--- src/rtl/icache_dm.sv ---
// Direct-mapped, read-only instruction cache for the fetch stage.
// A hit returns the instruction combinationally; a miss stalls fetch and refills the whole line.
module icache_dm #(
    parameter int          LINES          = 16,
    parameter int          WORDS_PER_LINE = 4,
    parameter logic [31:0] NOP_INSTR      = 32'h0000_0013
) (
    input  logic        clk,
    input  logic        rst_n,
    input  logic [31:0] pcF,
    input  logic        inv,
    output logic [31:0] instrF,
    output logic        stallF,
    output logic        mem_req,
    output logic [31:0] mem_addr,
    input  logic        mem_rvalid,
    input  logic [31:0] mem_rdata
);

    localparam int WB      = $clog2(WORDS_PER_LINE);
    localparam int IB      = $clog2(LINES);
    localparam int LINE_LO = 2 + WB;
    localparam int TAG_LO  = LINE_LO + IB;
    localparam int TW      = 32 - TAG_LO;
    localparam logic [WB-1:0] LAST_WORD = WB'(WORDS_PER_LINE - 1);

    typedef enum logic {
        IDLE,
        REFILL
    } state_t;

    state_t state;
    state_t state_next;

    logic [LINES-1:0]     valid;
    logic [TW-1:0]        tag_array  [LINES];
    logic [31:0]          data_array [LINES][WORDS_PER_LINE];
    logic [31-LINE_LO:0]  refill_line;
    logic [WB-1:0]        count;
    logic                 inv_pending;

    logic [WB-1:0] word;
    logic [IB-1:0] index;
    logic [TW-1:0] tag;
    logic [IB-1:0] refill_index;
    logic [TW-1:0] refill_tag;
    logic          hit;
    logic          start_refill;
    logic          accept;
    logic          last_word;
    logic          unused_offset;

    assign word          = pcF[2 +: WB];
    assign index         = pcF[LINE_LO +: IB];
    assign tag           = pcF[31:TAG_LO];
    assign refill_index  = refill_line[IB-1:0];
    assign refill_tag    = refill_line[31-LINE_LO:IB];
    assign unused_offset = &{1'b0, pcF[1:0]};

    // Lookups only ever hit while idle, so a line being refilled never appears valid early.
    assign hit = (state == IDLE) && valid[index] && (tag_array[index] == tag);

    always_ff @(posedge clk or negedge rst_n) begin
        if (!rst_n) begin
            state <= IDLE;
        end else begin
            state <= state_next;
        end
    end

    always_comb begin
        state_next   = state;
        start_refill = 1'b0;
        accept       = 1'b0;
        last_word    = 1'b0;
        stallF       = ~hit;
        instrF       = hit ? data_array[index][word] : NOP_INSTR;
        case (state)
            IDLE: begin
                if (!hit) begin
                    start_refill = 1'b1;
                    state_next   = REFILL;
                end
            end
            REFILL: begin
                if (mem_req && mem_rvalid) begin
                    accept = 1'b1;
                    if (count == LAST_WORD) begin
                        last_word  = 1'b1;
                        state_next = IDLE;
                    end
                end
            end
            default: state_next = IDLE;
        endcase
    end

    // An invalidate seen during a refill is remembered and applied when the line completes.
    always_ff @(posedge clk or negedge rst_n) begin
        if (!rst_n) begin
            valid       <= '0;
            mem_req     <= 1'b0;
            mem_addr    <= '0;
            refill_line <= '0;
            count       <= '0;
            inv_pending <= 1'b0;
        end else begin
            if (state == IDLE && inv) begin
                valid <= '0;
            end
            if (state == REFILL && inv) begin
                inv_pending <= 1'b1;
            end
            if (start_refill) begin
                refill_line <= pcF[31:LINE_LO];
                mem_addr    <= {pcF[31:LINE_LO], {LINE_LO{1'b0}}};
                mem_req     <= 1'b1;
                count       <= '0;
                inv_pending <= 1'b0;
            end
            if (accept) begin
                count    <= count + WB'(1);
                mem_addr <= mem_addr + 32'd4;
                if (last_word) begin
                    mem_req     <= 1'b0;
                    inv_pending <= 1'b0;
                    if (inv_pending || inv) begin
                        valid <= '0;
                    end else begin
                        valid[refill_index] <= 1'b1;
                    end
                end
            end
        end
    end

    always_ff @(posedge clk) begin
        if (accept) begin
            data_array[refill_index][count] <= mem_rdata;
        end
        if (last_word) begin
            tag_array[refill_index] <= refill_tag;
        end
    end

endmodule

--- config.mk ---
export PLATFORM = sky130hd
export DESIGN_NAME = icache_dm
export DESIGN_NICKNAME = d
export VERILOG_FILES = /design/src/rtl/icache_dm.sv
export SDC_FILE = /design/constraint.sdc
export NUM_CORES = 2
export LEC_CHECK = 0
export CORE_MARGIN = 2
export CORE_UTILIZATION = 50
export DETAILED_ROUTE_END_ITERATION = 10
export HOLD_SLACK_MARGIN = 0.1
export PLACE_DENSITY_LB_ADDON = 0.3
export SYNTH_ARGS = -nofsm -noshare
export SYNTH_HDL_FRONTEND = slang
export SYNTH_SLANG_ARGS = --single-unit
export TNS_END_PERCENT = 100
--- constraint.sdc ---
create_clock -name clk -period 5.1 [get_ports clk]
set_input_delay 0.765 -clock clk [delete_from_list [all_inputs] [get_ports clk]]
set_output_delay 0.765 -clock clk [all_outputs]
set_load 0.1 [all_outputs]
==> metrics.txt <==
most used routing layer=met2; # DRC=0; FF-to-FF Start=state; I/O pin cnt=134; Syn Area/Cell=23.6 µm²; worst hold path class=input port to async pin; RSZ-0062 raised after global routing=yes; Final min period=5.14 ns; fmax=195 MHz; Worst-Skew Late Latency=0.89 ns; Post-Route WL=246 mm; largest family of logic cells by synthesized area=multiplexers; crit path from=tag_array[3][23]; grt met3 use=4.32%; first-pass GRT wire length=349 mm; Crit path required time=4.34 ns; Avg Vias per Cell=6.46; max-slew violation count=0; CTS tree=built; vias in the first global route=47,000; relative slew slack=20.1%; post-synthesis simple-gate area fraction=1.62%; leakage=0.0364 µW; post-synthesis register bit count=2,511; Compound-Gate Fraction of Synth Area=1.38%; total of max-cap violations=0; sequential area share after synthesis=77.3%; total gr overflow=0; setup ws final=-0.0388 ns; met1 usage=35.2%; Clock transition at path regs=0.06 ns; GRT Total Usage=25.0%; largest net degree at the start of global routing=112; Peak VDD IR=0.000384 V; std cell rows=161; CP max stage delay=0.51 ns; initial antenna violation count=11; Least-Margin Pin Slew=1.20 ns; Setup CP Type=flop to output port; total power=42,000 µW; Synth Area in XOR/XNOR=0.271%; Post-synth EDFFs=2,432; WP data arrival=4.37 ns; NumNets Final=4,610; GP Congestion=0.831; Worst path top cell family by delay=multiplexers; final hold violation count=0; Setup TNS=-0.0388 ns; via count=47,000; status=complete, but fails checks; crit start category=flop; share of cells above drive strength 1=33.5%; Final setup viols=1; DRC marker count from the first detailed-route iteration=6,009; Cells after Synth=4,112; CTS root buffer=clkbuf_16; crit path buf inv count=4; synthesized cell area=97,000 µm²; met2 GRT Util=40.3%; Placement Setup Slack=-0.466 ns; Die Wd=445 µm; TritonCTS Buffers=238; DRT Pass-1 Iters=5; Critical Path Fanout Max=7; Pwr per Cell Area=374 nW/µm²; Fin Hold WS=0.263 ns; CTS HTree Levels=4; Layout area overhead=15.5%; period utilization=101%; I/O Buffers=129; Die H=445 µm; CTS sink cnt=2,511; Routed Antenna Nets=0; yosys warns=0; violated checks=setup timing; worst-path cell chain=mux4_2 > mux4_2 > xnor2_1 > a2111o_1 > or3b_4 > nor3_4 > buf_6 > inv_8 > buf_12 > a311oi_4 > buf_12; post-synthesis mux area share=18.3%; synth unique cells=72; initial core utilization=50.3%; Crit. End Element=output port; ys flop type=edfxtp_1; commonest non-fill, non-tap cell in the layout=edfxtp_1; most frequent cells in the layout=edfxtp_1, mux4_2, clkbuf_16; slowest CP cell=mux4_2; core region area=193,000 µm²; clk buf depth=3; die footprint=198,000 µm²; Final Skew=0.0813 ns; Post-synth ARST share=3.15%; fraction of the mapped netlist area in adder cells=0.0645%; DP HPWL=136 mm; drt wl/cell=33.9 µm
-- final cells by class --
class / instances / area (µm²)
inverter: 14 / 60.1
tap: 2526 / 3160
clock buffer: 321 / 6340
sequential: 2511 / 75000
multi-input combinational: 1369 / 21900
fill: 13400 / 80600
timing repair buffer: 403 / 4160
antenna: 3 / 7.51
clock inverter: 125 / 1510
-- state kept, by name (all words and copies together), names as in the netlist --
name	count
inv_pending	1
refill_line	28
count	2
mem_addr	30
data_array	2048
mem_req	1
tag_array	384
state	1
valid	16
-- stage by stage --
| stage | utilization [%] | cell area [µm²] | instances |
|---|---|---|---|
| after detailed placement | 54.0 | 104000 | 6820 |
| after global placement | 54.0 | 104000 | 6820 |
| after global routing | 58.2 | 112000 | 7272 |
| final | 58.2 | 112000 | 7272 |
| after CTS | 58.1 | 112000 | 7269 |
| after floorplan | - | 97300 | 4113 |
-- synth_stat cells, types with 5 or more instances --
| library cell | instances | area share, % |
|---|---|---|
| ha_1 | 5 | 0.064 |
| nor4_1 | 7 | 0.045 |
| o31ai_1 | 7 | 0.054 |
| inv_1 | 12 | 0.046 |
| a21oi_1 | 26 | 0.13 |
| o21ai_0 | 9 | 0.046 |
| a311oi_2 | 10 | 0.15 |
| edfxtp_1 | 2432 | 75 |
| buf_2 | 73 | 0.38 |
| nand4_1 | 15 | 0.097 |
| buf_4 | 11 | 0.085 |
| and3_1 | 8 | 0.052 |
| clkbuf_1 | 116 | 0.45 |
| o221a_2 | 5 | 0.058 |
| nand2b_1 | 6 | 0.039 |
| xor2_1 | 11 | 0.099 |
| o22ai_1 | 5 | 0.032 |
| nand3_1 | 26 | 0.13 |
| buf_1 | 12 | 0.046 |
| a22oi_1 | 6 | 0.046 |
| and4_1 | 5 | 0.045 |
| nor2_1 | 122 | 0.47 |
| nor2b_1 | 19 | 0.12 |
| mux4_2 | 740 | 17 |
| nand2_1 | 72 | 0.28 |
| a211oi_1 | 34 | 0.26 |
| xnor2_1 | 19 | 0.17 |
| nor3_1 | 10 | 0.052 |
| buf_6 | 7 | 0.081 |
| a2111oi_0 | 5 | 0.045 |
| mux2_2 | 45 | 0.52 |
| and2_1 | 22 | 0.14 |
| dfrtp_1 | 79 | 2.0 |
| a221o_1 | 12 | 0.12 |
| mux2i_1 | 55 | 0.57 |
-- repair_timing --
action                     in CTS  in global routing
gates resized for setup         7                  5
setup endpoints to repair      33                 33
hold buffers                    1                  0
hold endpoints to repair        9                  0
buffers inserted                2                  0
pin swaps                       6                  2
-- final timing paths --
check                      slack [ns]  cells past startpoint            endpoint
max                             -0.04                     11           instrF[7]
min                              0.26                      2      refill_line[4]
max reg2reg                      1.03                      6  data_array[10][72]
min reg2reg                      0.52                      2            valid[7]
max in group asynchronous        3.52                      3         mem_addr[2]
min in group clk                 0.52                      2            valid[7]
-- report_power, final --
group / leakage, µW / total (µW) / internal, µW / switching (µW)
Clock: 0.00378 / 17700 / 9940 / 7740
Sequential: 0.0239 / 22600 / 22600 / 7.56
Combinational: 0.00870 / 1730 / 739 / 995
-- metal layers --
metal	vias up	wire length, µm	part of all wire, %
met3	447	21700	8.8
li1	18500	-	-
met1	25600	95000	39
met5	-	0	0
met2	2397	121000	49
met4	0	8780	3.6
-- cells by family after synthesis --
| group | count (synthesis) |
|---|---|
| multiplexers | 842 |
| flip-flops | 2511 |
| AND/OR/NAND/NOR | 327 |
| XOR/XNOR | 30 |
| AO/OA/AOI/OAI | 163 |
| other | 1 |
| adder cells (fa/ha/maj) | 5 |
| buffers and inverters | 233 |
(Power assumes the default switching activity.)
